[config.mk]
export PLATFORM = sky130hd
export DESIGN_NAME = multicycle_control_fsm
export DESIGN_NICKNAME = d
export VERILOG_FILES = /design/src/rtl/rv_ctrl_pkg.sv /design/src/rtl/multicycle_next_state.sv /design/src/rtl/multicycle_control_fsm.sv
export SDC_FILE = /design/constraint.sdc
export NUM_CORES = 1
export LEC_CHECK = 0
export BUFFER_PORTS_ARGS = -buffer_cell sky130_fd_sc_hd__buf_2
export CAP_MARGIN = 5
export CORE_AREA = 2 2 71 73
export CTS_BUF_LIST = sky130_fd_sc_hd__clkbuf_8
export DETAILED_ROUTE_END_ITERATION = 8
export DIE_AREA = 0 0 73 75
export PLACE_DENSITY = 0.75
export SLEW_MARGIN = 20
export SYNTH_ARGS = -nofsm -noshare
export SYNTH_HDL_FRONTEND = slang
export SYNTH_SLANG_ARGS = --single-unit
export TNS_END_PERCENT = 20
[constraint.sdc]
create_clock -name clk -period 3.15 [get_ports clk]
set_clock_uncertainty 0.1 [all_clocks]
set_input_delay 0.4725 -clock clk [delete_from_list [all_inputs] [get_ports clk]]
set_output_delay 0.4725 -clock clk [all_outputs]
set_load 0.01 [all_outputs]
[src/rtl/rv_ctrl_pkg.sv]
// ---------------------------------------------------------------------------
// rv_ctrl_pkg
// Definitions shared by the multicycle RV32I control FSM, the ALU decoder and
// the datapath muxes: the 4-bit state encoding, the major opcodes, and the
// select/ALUOp encodings.
// ---------------------------------------------------------------------------
package rv_ctrl_pkg;

   typedef enum logic [3:0] {
      S_FETCH    = 4'd0,
      S_DECODE   = 4'd1,
      S_MEMADR   = 4'd2,
      S_MEMREAD  = 4'd3,
      S_MEMWB    = 4'd4,
      S_MEMWRITE = 4'd5,
      S_EXECUTER = 4'd6,
      S_EXECUTEI = 4'd7,
      S_ALUWB    = 4'd8,
      S_JALR_ADR = 4'd9,
      S_JAL      = 4'd10,
      S_BRANCH   = 4'd11
   } state_t;

   localparam logic [6:0] OP_LOAD   = 7'b0000011;
   localparam logic [6:0] OP_STORE  = 7'b0100011;
   localparam logic [6:0] OP_R      = 7'b0110011;
   localparam logic [6:0] OP_I      = 7'b0010011;
   localparam logic [6:0] OP_JAL    = 7'b1101111;
   localparam logic [6:0] OP_JALR   = 7'b1100111;
   localparam logic [6:0] OP_BRANCH = 7'b1100011;

   localparam logic [1:0] ALUOP_ADD    = 2'b00;
   localparam logic [1:0] ALUOP_BRANCH = 2'b01;
   localparam logic [1:0] ALUOP_FUNCT  = 2'b10;

   localparam logic [1:0] SRCA_PC    = 2'b00;
   localparam logic [1:0] SRCA_OLDPC = 2'b01;
   localparam logic [1:0] SRCA_RS1   = 2'b10;

   localparam logic [1:0] SRCB_RS2  = 2'b00;
   localparam logic [1:0] SRCB_IMM  = 2'b01;
   localparam logic [1:0] SRCB_FOUR = 2'b10;

   localparam logic [1:0] RES_ALUOUT    = 2'b00;
   localparam logic [1:0] RES_DATA      = 2'b01;
   localparam logic [1:0] RES_ALURESULT = 2'b10;

   // Only beq (000) and bne (001) are implemented.
   function automatic logic is_supported_branch(input logic [2:0] f3);
      return (f3 == 3'b000) || (f3 == 3'b001);
   endfunction

endpackage

[src/rtl/multicycle_next_state.sv]
// ---------------------------------------------------------------------------
// multicycle_next_state
// Purely combinational next-state and illegal-instruction detection for the
// multicycle control FSM.
// Ports:
//   state      : current state (4-bit encoding of state_t)
//   opcode     : instr[6:0]
//   funct3     : instr[14:12]
//   mem_ready  : memory access complete this cycle
//   next_state : state to load on the next clock edge
//   illegal    : DECODE sees an unsupported opcode / branch funct3
// ---------------------------------------------------------------------------
module multicycle_next_state
   import rv_ctrl_pkg::*;
(
   input  logic [3:0] state,
   input  logic [6:0] opcode,
   input  logic [2:0] funct3,
   input  logic       mem_ready,
   output logic [3:0] next_state,
   output logic       illegal
);

   always_comb begin
      next_state = S_FETCH;
      illegal    = 1'b0;
      case (state)
         S_FETCH:    next_state = mem_ready ? S_DECODE : S_FETCH;
         S_DECODE: begin
            case (opcode)
               OP_LOAD, OP_STORE: next_state = S_MEMADR;
               OP_R:              next_state = S_EXECUTER;
               OP_I:              next_state = S_EXECUTEI;
               OP_JAL:            next_state = S_JAL;
               OP_JALR:           next_state = S_JALR_ADR;
               OP_BRANCH: begin
                  if (is_supported_branch(funct3)) next_state = S_BRANCH;
                  else                             illegal    = 1'b1;
               end
               default:           illegal    = 1'b1;
            endcase
         end
         // opcode[5] separates store (0100011) from load (0000011).
         S_MEMADR:   next_state = opcode[5] ? S_MEMWRITE : S_MEMREAD;
         S_MEMREAD:  next_state = mem_ready ? S_MEMWB : S_MEMREAD;
         S_MEMWB:    next_state = S_FETCH;
         S_MEMWRITE: next_state = mem_ready ? S_FETCH : S_MEMWRITE;
         S_EXECUTER: next_state = S_ALUWB;
         S_EXECUTEI: next_state = S_ALUWB;
         S_ALUWB:    next_state = S_FETCH;
         S_JALR_ADR: next_state = S_JAL;
         S_JAL:      next_state = S_ALUWB;
         S_BRANCH:   next_state = S_FETCH;
         default:    next_state = S_FETCH;   // unused encodings recover
      endcase
   end

endmodule

[src/rtl/multicycle_control_fsm.sv]
// ---------------------------------------------------------------------------
// multicycle_control_fsm
// Main control FSM for the multicycle RV32I datapath. Holds the state
// register and retired-instruction counter, and decodes datapath enables,
// mux selects and ALUOp from the current state.
//
// Memory handshake: the FSM presents an access in FETCH, MEMREAD or MEMWRITE
// and keeps every output of that state stable until it samples mem_ready=1 on
// a rising clk edge; that edge completes the access and leaves the state.
// mem_ready is ignored in all other states.
//
// Ports:
//   clk, rst_n        : clock, asynchronous active-low reset
//   opcode, funct3    : fields from the instruction register
//   Zero              : ALU zero flag (branch resolution)
//   mem_ready         : unified memory completed the current access
//   PCWrite..RegWrite : datapath enables / selects / ALUOp
//   illegal_instr     : one-cycle pulse in DECODE for unsupported encodings
//   instr_retired     : count of completed instructions (wraps)
//   state             : current state, for debug
// ---------------------------------------------------------------------------
module multicycle_control_fsm
   import rv_ctrl_pkg::*;
#(
   parameter int CNT_W = 32
) (
   input  logic             clk,
   input  logic             rst_n,
   input  logic [6:0]       opcode,
   input  logic [2:0]       funct3,
   input  logic             Zero,
   input  logic             mem_ready,
   output logic             PCWrite,
   output logic             AdrSrc,
   output logic             MemWrite,
   output logic             IRWrite,
   output logic [1:0]       ResultSrc,
   output logic [1:0]       ALUSrcA,
   output logic [1:0]       ALUSrcB,
   output logic [1:0]       ALUOp,
   output logic             RegWrite,
   output logic             illegal_instr,
   output logic [CNT_W-1:0] instr_retired,
   output logic [3:0]       state
);

   state_t     state_q;
   logic [3:0] next_state;
   logic       illegal_dec;
   logic       retire;

   logic pc_update, branch, ir_write_d, reg_write_d, mem_write_d;

   multicycle_next_state u_next_state (
      .state      (state_q),
      .opcode     (opcode),
      .funct3     (funct3),
      .mem_ready  (mem_ready),
      .next_state (next_state),
      .illegal    (illegal_dec)
   );

   // Instruction completes on the edge that leaves its last state for FETCH.
   assign retire = (state_q == S_MEMWB) || (state_q == S_ALUWB) ||
                   (state_q == S_BRANCH) ||
                   ((state_q == S_MEMWRITE) && mem_ready);

   always_ff @(posedge clk or negedge rst_n) begin
      if (!rst_n) begin
         state_q       <= S_FETCH;
         instr_retired <= '0;
      end else begin
         state_q <= state_t'(next_state);
         if (retire) instr_retired <= instr_retired + {{(CNT_W-1){1'b0}}, 1'b1};
      end
   end

   // Outputs are decoded from the registered state. FETCH enables and the
   // branch PCWrite also need mem_ready / Zero of the current cycle, so this
   // decode is combinational on top of the state register.
   always_comb begin
      pc_update   = 1'b0;
      branch      = 1'b0;
      ir_write_d  = 1'b0;
      reg_write_d = 1'b0;
      mem_write_d = 1'b0;
      AdrSrc      = 1'b0;
      ResultSrc   = RES_ALUOUT;
      ALUSrcA     = SRCA_PC;
      ALUSrcB     = SRCB_RS2;
      ALUOp       = ALUOP_ADD;
      case (state_q)
         S_FETCH: begin
            ALUSrcB    = SRCB_FOUR;
            ResultSrc  = RES_ALURESULT;
            ir_write_d = mem_ready;
            pc_update  = mem_ready;
         end
         S_DECODE: begin
            ALUSrcA = SRCA_OLDPC;
            ALUSrcB = SRCB_IMM;
         end
         S_MEMADR, S_JALR_ADR: begin
            ALUSrcA = SRCA_RS1;
            ALUSrcB = SRCB_IMM;
         end
         S_MEMREAD:  AdrSrc = 1'b1;
         S_MEMWB: begin
            ResultSrc   = RES_DATA;
            reg_write_d = 1'b1;
         end
         S_MEMWRITE: begin
            AdrSrc      = 1'b1;
            mem_write_d = 1'b1;
         end
         S_EXECUTER: begin
            ALUSrcA = SRCA_RS1;
            ALUOp   = ALUOP_FUNCT;
         end
         S_EXECUTEI: begin
            ALUSrcA = SRCA_RS1;
            ALUSrcB = SRCB_IMM;
            ALUOp   = ALUOP_FUNCT;
         end
         S_ALUWB:    reg_write_d = 1'b1;
         S_JAL: begin
            ALUSrcA   = SRCA_OLDPC;
            ALUSrcB   = SRCB_FOUR;
            pc_update = 1'b1;
         end
         S_BRANCH: begin
            ALUSrcA = SRCA_RS1;
            ALUOp   = ALUOP_BRANCH;
            branch  = 1'b1;
         end
         default: ;
      endcase
   end

   // Write enables are gated by rst_n so that no write can occur while reset
   // is held, even though FETCH would otherwise react to mem_ready.
   // funct3[0] flips the sense of Zero: beq takes on Zero, bne on !Zero.
   assign PCWrite       = rst_n & (pc_update | (branch & (Zero ^ funct3[0])));
   assign IRWrite       = rst_n & ir_write_d;
   assign RegWrite      = rst_n & reg_write_d;
   assign MemWrite      = rst_n & mem_write_d;
   assign illegal_instr = rst_n & illegal_dec;
   assign state         = state_q;

endmodule

* After elaboration in Yosys (flattened, before gate mapping) *
Cells that the tools add are included.

word-level totals
  flip-flop bits (word level) = 36
  input port bits = 14
  output and inout port bits = 50
  word-level logic and storage cells = 67

operators by class
  $add $sub $neg = 1
  equality and inequality tests = 19
  muxes and demuxes = 20
  bitwise gates (word level) = 8
  reduce and logical (&&, ||, !) cells = 17

operator list
  operator                                              number
  adder 32 x 1 -> 32 bit (second input constant)        1
  case mux 4 bit (7 select lines)                       1
  case mux 4 bit (6 select lines)                       1
  equality test 7 bit (second input constant)           3
  equality test 4 x 3 -> 1 bit (second input constant)  4
  equality test 4 bit (second input constant)           4
  case mux 2 bit (2 select lines)                       4
  equality test 7 x 6 -> 1 bit (second input constant)  2
  OR reduction 2 bit                                    6
  two-way mux 3 bit                                     3
  equality test 4 x 2 -> 1 bit (second input constant)  2
  two-way mux 1 bit                                     8
  equality test 7 x 2 -> 1 bit (second input constant)  1
  equality test 7 x 5 -> 1 bit (second input constant)  1
  bitwise AND 1 bit                                     6
  OR reduction 6 bit                                    1
  OR reduction 5 bit                                    1
  equality test 4 x 1 -> 1 bit (second input constant)  1
  zero test 4 bit                                       1
  logical OR 1 bit                                      4
  two-way mux 4 bit                                     1
  case mux 1 bit (2 select lines)                       2
  OR reduction 4 bit                                    1
  equality test 3 x 1 -> 1 bit (second input constant)  1
  other kinds (5)                                       5

* Longest topological paths before layout *
Gate-level depths: netlist (run 1).

  word-level depth = 6
  gate-level depth with buffers = 6
  depth with buffers taken out = 5

* Modules after synthesis *
From an unflattened synthesis (run 1), not the netlist that was laid out.

second synthesis, totals
  cell total of the unflattened synthesis = 219
  area, all modules = 2287.2 sq um

modules (own cells, without submodules)
  module                  times used  cells each  area an instance (sq um)  sequential area each (sq um)
  multicycle_control_fsm  1           180         2015.7                    900.9
  multicycle_next_state   1           39          271.5                     0.0

* Worst setup path before layout (run 1) *
Ideal clock, no wire load.

  path type = register to output
  start = reg state_q[1] (netlist: state[1])
  end = out PCWrite
  arrival time = 1.561 ns
  data required time = 2.577 ns
  setup slack = 1.016 ns
  cell stages (with the launch flop) = 5
  path buffers = 1
  cells stage by stage = dfrtp_1 buf_2 nor4_1 and3_1 a41o_1

on the way
  longest elaborated chain between the ends = 5
  elaborated cells between the ends (all ways) = 8
  classes of those cells = eq/ne (2); mux (2); bitwise (3); reduce/logical (1)

ends and longest elaborated chain
  what                    line                           source
  start, declared         multicycle_control_fsm.sv:47   state_t state_q;
  start signal, assigned  multicycle_control_fsm.sv:73   state_q <= state_t'(next_state);
  equality test 4 bit     multicycle_control_fsm.sv:92   case (state_q)
  two-way mux 1 bit       multicycle_control_fsm.sv:92
  bitwise AND 1 bit       multicycle_control_fsm.sv:143  assign PCWrite = rst_n & (pc_update | (branch & (Zero ^ funct3[0])));
  OR 1 bit *              multicycle_control_fsm.sv:143
  bitwise AND 1 bit *     multicycle_control_fsm.sv:143
  end, declared           multicycle_control_fsm.sv:33   output logic PCWrite,

Mark *: on every way between the ends. The rest lies on a longest branch, timed or not.

* Final worst setup path (run 1) *
  start = reg state_q[2] (netlist: state[2])
  end = out ALUSrcB[0]

on the way
  longest elaborated chain between the ends = 3
  elaborated cells between the ends (all ways) = 9
  classes of those cells = eq/ne (5); mux (1); reduce/logical (3)

ends and longest elaborated chain
  what                                                                       line                          source
  equality test 4 x 2 -> 1 bit (tied with other cells)                       multicycle_control_fsm.sv:92
  OR reduction 4 bit (no source line) or OR reduction 2 bit (tied branches)  -
  case mux 2 bit (2 select lines) *                                          multicycle_control_fsm.sv:92
  end, declared                                                              multicycle_control_fsm.sv:39  output logic [1:0] ALUSrcB,

Marked as above.

==> summary.txt, run 1 <==
Run status
  • Status: complete, no violations

Routing
  • WL/cell: 14.6 um
  • Initial DRC count: 161
  • Post-route ant nets: 0
  • DR vias: 1,880
  • TritonRoute pass-1 iters: 4
  • DRC: 0
  • Routed WL: 4890 um
  • Routed vias/inst: 5.61

Global routing
  • Vias in the first global route: 1,782
  • First-pass GRT wire length: 8260 um
  • GRT Resource Usage Total: 19.4%
  • Largest net degree at the start of global routing: 33
  • Global route total overflow: 0
  • Antenna violations before repair: 0

Yosys
  • Syn_nets: 235
  • Top post-synthesis cells by area: dfrtp_1 (39%), xor2_1 (9.6%), nor4_2 (4.9%), nor3_2 (3.1%), xnor2_1 (3.1%)
  • Mapped Area: 2290 sq um
  • EDFF count, synth: 0
  • Synth Area per Inst: 10.4 sq um
  • Cell taking the most area after synthesis: dfrtp_1
  • Unique masters post-synth: 52
  • Most common flop cell mapped by yosys: dfrtp_1
  • FF+latch count, synth: 36
  • Ys Warns: 0
  • Post-synth ARST share: 100%
  • Sequential share of the synthesized area: 39.3%
  • Cells after Synth: 220
  • Post-synth top area share: 39.3%

Placement
  • Cell Area, Placed: 2600 sq um
  • DP Wirelength: 3480 um
  • PortBufs: 63
  • GPL Wtd Cong: 0.811

STA
  • Tmin final: 2.32 ns
  • Unrepaired setup endpoints after global routing: false
  • Max Clk Rate: 432 MHz
  • Slew Viols, Final: 0
  • Setup_tns: 0 ns
  • Final Hold Viols: 0
  • Period utilisation layout: 73.5%
  • Tightest Pin Transition: 0.604 ns
  • Rel. slew slack: 59.7%
  • Final setup fails: 0

Finish
  • Final net count: 295
  • Final instance area: 2700 sq um
  • Synth-to-Final Area Change: 17.7%
  • Ratio of cells with drive above 1 in the final layout: 36.3%
  • Antenna cells: 0

Pwr
  • Tot Pwr: 0.000995 W
  • Cell Pwr Density: 369 nW/um^2
  • VDD IR max: 164 uV
  • Leak: 1.43 nW

Critical path
  • Req. time, crit path: 2.58 ns
  • Critical path capture point type: output pin
  • Critical path launch point type: flop
  • Arrival @ worst endpoint: 1.74 ns
  • Largest stage delay, worst path: 0.73 ns
  • Crit-path slowest cell: dfrtp_1
  • CP Cell Sequence: nor2b_1 -> and2_1 -> o21ai_0 -> nand2_1 -> buf_2
  • Worst Path Class, Setup: reg -> out
  • CP Max Fanout: 19

Floorplanning
  • Row count: 25
  • Core Footprint: 4660 sq um
  • Die W: 73 um
  • Die height: 75 um
  • Initial Utilization: 49.2%
  • Die area: 5480 sq um
  • Top-Level Pins: 64

Clocking
  • CTS tree: built
  • Resize count post-CTS: 0
  • Num CTS Buffers: 5
  • Worst-Skew Late Latency: 0.29 ns
  • Total clock sinks: 36
  • Root Buffer: clkbuf_8
  • Clock-pin slew on the worst setup and hold paths: 0.06 ns
  • Clock buffer depth: 2
  • H-tree levels: 2

Run
  • Maxcap violations: 0

Worst hold path
  • Hold Crit Class: in -> reg
[what timing repair did]
item,CTS,global route
setup endpoints to repair,0,0
setup buffers,0,0
hold endpoints to repair,4,0
hold buffers,1,0
[routing by layer]
layer / vias up / global-route usage [%] / share of wire, %
met5: - / 0 / 0
met4: 0 / 9.05 / 1.7
met3: 8 / 4.69 / 4.9
met2: 51 / 28.9 / 46
met1: 902 / 26.8 / 47
li1: 919 / - / -
[layout by cell type, fill, tap and decap left out, types with 3 or more instances in the layout]
master    count
a21oi_1       6
and2_1        5
and3_1        7
buf_2        63
clkbuf_8      6
dfrtp_1      36
nand2_1      18
nand2b_1      4
nand3_1       7
nand3b_1      3
nand4_1       6
nand4b_1      3
nor2_1       11
nor2b_1       5
nor3_1        5
nor3_2        7
nor4_2        9
nor4b_2       4
o21ai_0       5
xnor2_1       8
xor2_1       25
[cells by family after synthesis]
logic type	count (synthesis)	synth area share [%]
DFF	36	39.3
AOI/OAI and AO/OA	21	6.55
muxes	2	0.982
and+or+nand+nor	111	34.9
xor gates and xnor gates	34	13.3
buffers and inverters	15	4.42
adders and majority gates	1	0.546
[Yosys cell counts (6+ instances only)]
library cell,number
nor3_2,7
a21oi_1,6
nand3_1,7
xor2_1,25
and3_1,7
xnor2_1,8
nand2_1,18
nor2_1,11
nor4_2,9
dfrtp_1,36
nand4_1,6
[path summary, 6_finish.rpt]
| kind | from | slack (ns) | cells after the start | to |
|---|---|---|---|---|
| hold / removal | opcode[3] | 0.29 | 2 | state[0] |
| hold reg to reg | instr_retired[22] | 0.37 | 1 | instr_retired[22] |
| setup / recovery | state[2] | 0.83 | 5 | ALUSrcB[0] |
| setup reg to reg | state[3] | 0.93 | 4 | instr_retired[1] |
| min in group asynchronous | rst_n | 0.47 | 2 | state[1] |
| max in group asynchronous | rst_n | 1.84 | 3 | instr_retired[6] |
[cell type report]
class | instances | area, sq um
Multi-Input combinational cell | 169 | 1290
Clock inverter | 2 | 10.0
Inverter | 2 | 7.51
Tap cell | 54 | 67.6
Clock buffer | 6 | 82.6
Timing Repair Buffer | 66 | 340
Fill cell | 440 | 1960
Sequential cell | 36 | 901
[flip-flops by register name (all words and copies together), names as in the netlist]
name / cells
instr_retired: 32
state: 4
[metrics by stage]
| stage | hold slack [ns] | setup slack, ns | util [%] | std cells |
|---|---|---|---|---|
| CTS | 0.287 | 0.834 | 57.9 | 335 |
| global placement | 0.223 | 0.937 | 55.7 | 326 |
| detailed placement | 0.231 | 0.926 | 55.7 | 326 |
| finish | 0.289 | 0.834 | 57.9 | 335 |
| global route | 0.288 | 0.682 | 57.9 | 335 |
| floorplan | 0.0769 | 1.02 | - | 220 |
[worst max-delay path: cells and delay by family (launching register included)]
family / cells / cell delay (ns)
compound gates: 1 / 0.10
buf+inv: 1 / 0.12
simple gates: 3 / 0.51
flops: 1 / 0.73
[power breakdown]
| part | switching, W | internal, W | total [W] |
|---|---|---|---|
| Clock | 0.000165 | 0.000174 | 0.000339 |
| Combinational | 0.0000724 | 0.0000621 | 0.000134 |
| Sequential | 0.0000410 | 0.000481 | 0.000522 |
| Total | 0.000278 | 0.000717 | 0.000995 |
(Power assumes the default switching activity.)
==> run 2, diff against run 1 <==
==> constraint.sdc (replaced) <==
create_clock -name clk -period 2.2 [get_ports clk]
set_clock_uncertainty 0.1 [all_clocks]
set_input_delay 0.33 -clock clk [delete_from_list [all_inputs] [get_ports clk]]
set_output_delay 0.33 -clock clk [all_outputs]
set_load 0.01 [all_outputs]
==> run 2 against run 1 <==
Net effect: non-clock buffer count is 7 higher; combinational power up 72%; count of clock-buffer cells in the layout is 1 higher; total power is 47% higher; first-iteration DRC count decreased by 4.3%; worst hold slack worse by 0.13 ns; wire length up 3.7%; critical path type unchanged; largest cell class unchanged.
==> summary.txt, run 2 (synthesis gave the netlist of run 1 again) <==
STA
  • Slew Viols, Final: 0 (unchanged)
  • Rel. slew slack: 71.2% (+11 points)
  • Final setup margin: 0.132 ns (-0.702 ns)
  • Period utilisation layout: 94.0%
  • Max Clk Rate: 484 MHz
  • Unrepaired setup endpoints after global routing: false
  • Final setup fails: 0 (unchanged)
  • Setup_tns: 0 ns (unchanged)
  • Final Hold Viols: 0 (unchanged)
  • Tmin final: 2.07 ns
  • Tightest Pin Transition: 0.432 ns (-0.172 ns)

Finish
  • Ratio of cells with drive above 1 in the final layout: 37.6% (+1.3 points)
  • Reg with most FFs: instr_retired
  • Most frequent cells in the layout: buf_2 (63), dfrtp_1 (36), xor2_1 (25), nand2_1 (18), nor2_1 (11)
  • Fillers: 420 (-4.5%)
  • Largest register FFs: 32 (unchanged)
  • Antenna cells: 0 (unchanged)
  • Synth-to-Final Area Change: 20.7%
  • Most common cell after layout, fill and taps aside: buf_2
  • Final net count: 302 (+2.4%)

Routing
  • TritonRoute pass-1 iters: 4 (unchanged)
  • Routed WL: 5070 um (+3.7%)
  • DRC: 0 (unchanged)
  • DR vias: 1,941 (+3.2%)
  • Initial DRC count: 154 (-4.3%)
  • Post-route ant nets: 0 (unchanged)
  • Routed vias/inst: 5.69 (+1.4%)
  • WL/cell: 14.9 um (+1.9%)

Placement
  • GPL Wtd Cong: 0.791 (-2.5%)
  • DP Wirelength: 3640 um (+4.6%)
  • DP Worst Slack: 0.255 ns (-0.671 ns)
  • PortBufs: 63 (unchanged)

Floorplanning
  • Die W: 73 um (unchanged)
  • Die height: 75 um (unchanged)
  • Core Footprint: 4660 sq um (unchanged)
  • Top-Level Pins: 64 (unchanged)
  • Die area: 5480 sq um (unchanged)
  • Row count: 25 (unchanged)
  • Initial Utilization: 49.2% (unchanged)

Global routing
  • GRT Resource Usage Total: 19.5% (+0.063 points)
  • First-pass GRT wire length: 8280 um (+0.25%)
  • Largest net degree at the start of global routing: 33 (unchanged)
  • Antenna violations before repair: 0 (unchanged)
  • Global route total overflow: 0 (unchanged)
  • Vias in the first global route: 1,822 (+2.2%)

Worst hold path
  • Hold Crit Class: in -> reg

Run
  • Maxcap violations: 0 (unchanged)

Clocking
  • Post-CTS setup buffer count: 0 (unchanged)
  • Clock-pin slew on the worst setup and hold paths: 0.07 ns (about the same)
  • Worst-Skew Late Latency: 0.29 ns (about the same)
  • Total clock sinks: 36 (unchanged)
  • Clock buffer depth: 2 (unchanged)
  • H-tree levels: 2 (unchanged)
  • CTS tree: built
  • Num CTS Buffers: 5 (unchanged)
  • Root Buffer: clkbuf_8

Run status
  • Status: complete, no violations

Critical path
  • Arrival @ worst endpoint: 1.64 ns (-0.10 ns)
  • Crit-path slowest cell: dfrtp_1
  • Sum of buffers and inverters on the critical path: 2 (+1)
  • Largest stage delay, worst path: 0.43 ns (-0.30 ns)
  • Critical path's top delay family: simple AND/OR/NAND/NOR gates
  • Req. time, crit path: 1.77 ns (-0.81 ns)
  • Critical path capture point type: output pin
  • CP Cell Sequence: buf_4 -> nor4_1 -> and3_1 -> a41o_1 -> buf_2
  • Worst Path Class, Setup: reg -> out
  • CP Max Fanout: 18 (-1)
  • Critical path launch point type: flop

Pwr
  • Leak: 1.47 nW (+3.0%)
  • VDD IR max: 272 uV (+65%)
  • Cell Pwr Density: 530 nW/um^2 (+44%)
==> run 2: changes by cell type in the layout (fill, tap and decap cells not counted), sizes merged <==
cell,delta
buf,+7
clkinv,-2
clkbuf,+1
==> run 2: worst register-to-register path: stages, from the launching register on <==
cell      delay [ns]
dfrtp_1         0.61
and4bb_1        0.27
a211oi_4        0.28
buf_12          0.25
mux2_1          0.34
==> run 2: final timing paths <==
path / startpoint / end / slack [ns] / depth (start not counted)
max in group asynchronous: rst_n / instr_retired[31] / 1.26 / 3
min in group asynchronous: rst_n / instr_retired[4] / 0.51 / 3
hold reg to reg: instr_retired[31] / instr_retired[31] / 0.36 / 1
hold / removal: opcode[3] / state[0] / 0.16 / 2
setup / recovery: state[3] / PCWrite / 0.13 / 5
setup reg to reg: state[1] / instr_retired[1] / 0.24 / 4
==> run 2: report_power, final <==
| part | internal (W) | total (W) | switching (W) |
|---|---|---|---|
| Sequential | 0.000689 | 0.000733 | 0.0000441 |
| Clock | 0.000279 | 0.000505 | 0.000226 |
| Combinational | 0.000102 | 0.000230 | 0.000128 |
==> run 2: layout make-up <==
class | count | area [sq um] | area share, %
Clock buffer | 7 | 96.3 | 3.48
Timing Repair Buffer | 73 | 405 | 14.6
Sequential cell | 36 | 901 | 32.5
Inverter | 2 | 7.51 | 0.271
Multi-Input combinational cell | 169 | 1290 | 46.6
Tap cell | 54 | 67.6 | 2.44
==> run 2: through the flow <==
stage / instance area [sq um] / hold WS, ns / total power [W] / std cells / util [%]
after global routing: 2770 / 0.158 / 0.00153 / 341 / 59.4
after global placement: 2660 / 0.263 / 0.000963 / 333 / 57.1
after CTS: 2770 / 0.148 / 0.00148 / 341 / 59.4
after detailed placement: 2660 / 0.271 / 0.000973 / 333 / 57.1
final: 2770 / 0.158 / 0.00147 / 341 / 59.4
after floorplan: 2290 / -0.0656 / 0.000862 / 220 / -
==> run 2: repair_timing <==
action | 4_1_cts | 5_1_grt
hold endpoints to repair | 36 | 0
resized for setup | 0 | 0
hold buffers | 1 | 0
==> run 2: metal layers <==
metal  part of all wire (%)  wire (um)  track usage (%)  vias up
li1                       -          -                -      929
met3                    5.2        266             3.61        7
met5                      0          0                0        -
met2                     47       2370             30.6       66
met4                    1.2         59             8.85        0
met1                     47       2370             26.3      939
==> run 3, diff against run 2 <==
--- a/config.mk
+++ b/config.mk
@@ -7,11 +7,11 @@
 export LEC_CHECK = 0
 export BUFFER_PORTS_ARGS = -buffer_cell sky130_fd_sc_hd__buf_2
 export CAP_MARGIN = 5
-export CORE_AREA = 2 2 71 73
+export CORE_AREA = 2 2 72 74
 export CTS_BUF_LIST = sky130_fd_sc_hd__clkbuf_8
 export DETAILED_ROUTE_END_ITERATION = 8
-export DIE_AREA = 0 0 73 75
-export PLACE_DENSITY = 0.75
+export DIE_AREA = 0 0 74 76
+export PLACE_DENSITY = 0.77
 export SLEW_MARGIN = 20
 export SYNTH_ARGS = -nofsm -noshare
 export SYNTH_HDL_FRONTEND = slang
==> constraint.sdc (replaced) <==
create_clock -name clk -period 1.8 [get_ports clk]
set_clock_uncertainty 0.1 [all_clocks]
set_input_delay 0.27 -clock clk [delete_from_list [all_inputs] [get_ports clk]]
set_output_delay 0.27 -clock clk [all_outputs]
set_load 0.01 [all_outputs]
==> run 3 against run 2 <==
Net effect: the flow now finishes with violations (negative setup slack); setup slack got worse by 0.32 ns; wire length up 17%; core utilization is 7.9 points higher; sequential share of layout area decreased by 5.2 points; critical path depth unchanged; register-to-register slack got worse by 0.37 ns; first-iteration DRC count fell by 0.65%; critical endpoint unchanged; largest power group unchanged; highest routed layer unchanged.
==> summary.txt, run 3 (synthesis gave the netlist of run 1 again) <==
Run status
  • Status: finished, violations left
  • Failing checks: negative setup slack

Routing
  • DRC: 0 (unchanged)
  • Post-route ant nets: 0 (unchanged)
  • Initial DRC count: 153 (-0.65%)
  • Routed WL: 5940 um (+17%)
  • DR vias: 2,095 (+7.9%)
  • WL/cell: 15.2 um (+2.3%)
  • Routed vias/inst: 5.36 (-5.9%)
  • TritonRoute pass-1 iters: 4 (unchanged)

Critical path
  • Critical path capture point type: output pin
  • Critical path launch point type: flop
  • Req. time, crit path: 1.43 ns (-0.34 ns)
  • Worst Path Class, Setup: reg -> out
  • Arrival @ worst endpoint: 1.61 ns (-0.03 ns)
  • Crit-path slowest cell: dfrtp_2
  • CP Cell Sequence: buf_6 -> nor4_4 -> and3_4 -> a41o_1 -> buf_2
  • CP Max Fanout: 6 (-12)
  • Largest stage delay, worst path: 0.44 ns (about the same)

STA
  • Max Clk Rate: 504 MHz
  • Slew Viols, Final: 0 (unchanged)
  • Unrepaired setup endpoints after global routing: true
  • Period utilisation layout: 110%
  • Tightest Pin Transition: 0.408 ns (-0.0241 ns)
  • Final Hold Viols: 0 (unchanged)
  • Tmin final: 1.98 ns
  • Final setup margin: -0.184 ns (-0.317 ns)
  • Rel. slew slack: 72.8% (+1.6 points)
  • Final setup fails: 20 (+20)

Global routing
  • GRT Resource Usage Total: 20.8% (+1.3 points)
  • Vias in the first global route: 2,042 (+12%)
  • First-pass GRT wire length: 9500 um (+15%)
  • Global route total overflow: 0 (unchanged)
  • Antenna violations before repair: 0 (unchanged)
  • Largest net degree at the start of global routing: 33 (unchanged)

Pwr
  • Sw Pwr: 0.000506 W (+27%)
  • Combinational Power Share: 18.6% (+2.9 points)
  • Sw Ratio: 27.4% (+0.23 points)
  • Clock power frac: 33.1% (-1.3 points)
  • Leak: 1.88 nW (+28%)
  • Seq pwr share: 48.2% (-1.7 points)
  • Cell-internal power: 0.00134 W (+26%)
  • Tot Pwr: 0.00185 W (+26%)
  • Cell Pwr Density: 559 nW/um^2 (+5.5%)
  • VDD IR max: 308 uV (+13%)

Floorplanning
  • Die area: 5620 sq um (+2.7%)
  • Top-Level Pins: 64 (unchanged)
  • Initial Utilization: 46.7% (-2.5 points)
  • Core Footprint: 4910 sq um (+5.4%)
  • Die height: 76 um (+1.3%)
  • Row count: 26 (+4.0%)
  • Die W: 74 um (+1.4%)

Clocking
  • Clock-pin slew on the worst setup and hold paths: 0.07 ns (about the same)
  • CTS tree: built
  • Num CTS Buffers: 5 (unchanged)
  • H-tree levels: 2 (unchanged)
  • Total clock sinks: 36 (unchanged)
  • Clock buffer depth: 2 (unchanged)
  • Root Buffer: clkbuf_8
  • Worst-Skew Late Latency: 0.29 ns (about the same)

Run
  • Maxcap violations: 0 (unchanged)

Finish
  • Reg with most FFs: instr_retired
  • Synth-to-Final Area Change: 44.3%
  • Antenna cells: 0 (unchanged)
  • Final net count: 336 (+11%)
  • Ratio of cells with drive above 1 in the final layout: 49.5% (+12 points)
  • Final Core Density: 67.3% (+7.9 points)
  • Most common cell after layout, fill and taps aside: buf_2
  • Final instance area: 3310 sq um (+19%)
  • Fillers: 365 (-13%)
  • Most frequent cells in the layout: buf_2 (63), dfrtp_1 (34), buf_4 (33), xor2_1 (25), nand2_1 (18)
  • Largest register FFs: 32 (unchanged)

Placement
  • GPL Wtd Cong: 0.852 (+7.8%)
  • DP Wirelength: 3810 um (+4.7%)
  • Cell Area, Placed: 2790 sq um (+4.9%)
  • PortBufs: 63 (unchanged)

Worst hold path
  • Hold Crit Class: in -> async
-- run 3: cell types whose count changed in the layout (fill, tap and decap cells not counted), moves of 3 or more --
cell / previous run / this run
nor4_2: 9 / 4
buf_4: 8 / 33
nor2b_1: 5 / 2
buf_6: 0 / 5
nor4_4: 0 / 6
nor4b_4: 0 / 4
-- run 3: worst max-delay path, delay by kind of cell, from the launching register on --
kind,cells,cell delay [ns]
buf+inv,2,0.28
compound gates,1,0.12
simple gates,2,0.48
flops,1,0.44
-- run 3: worst paths after layout --
check / cells after the start / slack (ns) / to / startpoint
worst max-delay path: 5 / -0.18 / PCWrite / state[1]
worst min-delay path: 2 / 0.007 / instr_retired[19] / rst_n
worst max register to register: 7 / -0.13 / instr_retired[15] / state[2]
worst min register to register: 1 / 0.38 / instr_retired[22] / instr_retired[22]
max in group asynchronous: 2 / 1.05 / state[1] / rst_n
min in group clk: 2 / 0.10 / state[0] / opcode[3]
-- run 3: per-stage QoR --
stage / std cells / TNS, ns / setup WS, ns / hold slack (ns)
3_5_place_dp: 363 / -0.0634 / -0.0578 / 0.0256
2_1_floorplan: 220 / -0.0534 / -0.0534 / -0.126
4_1_cts: 375 / -0.452 / -0.101 / 0.0226
5_1_grt: 391 / -3.70 / -0.215 / 0.0337
3_3_place_gp: 363 / -0.00319 / -0.00319 / 0.0234
6_report: 391 / -1.28 / -0.184 / 0.00731
-- run 3: layout make-up --
| type | instances | area, sq um | share of cell area (%) |
|---|---|---|---|
| Multi-Input combinational cell | 169 | 1470 | 44.5 |
| Inverter | 2 | 7.51 | 0.227 |
| Sequential cell | 36 | 903 | 27.3 |
| Tap cell | 70 | 87.6 | 2.65 |
| Clock buffer | 7 | 96.3 | 2.91 |
| Timing Repair Buffer | 107 | 739 | 22.4 |
-- run 3: routing by layer --
metal / wire [um] / track usage, % / part of all wire [%]
met1: 2580 / 28.5 / 43
met2: 3040 / 34.2 / 51
met3: 230 / 4.50 / 3.9
met4: 85 / 3.27 / 1.4
met5: 0 / 0 / 0
-- run 3: power groups by stage --
stage	clock, W	combinational, W	sequential [W]
after floorplan	0	0.000145	0.000910
after global placement	0	0.000283	0.000903
after detailed placement	0	0.000295	0.000903
after CTS	0.000624	0.000308	0.000887
after global routing	0.000663	0.000376	0.000898
final	0.000613	0.000344	0.000893
-- run 3: timing repair --
action / 4_1_cts / 5_1_grt
cloned: 0 / 3
setup endpoints to repair: 9 / 42
buffers inserted: 4 / 13
gates resized for setup: 11 / 31
pin swaps: 2 / 18
hold endpoints to repair: 4 / 0
hold buffers: 1 / 0
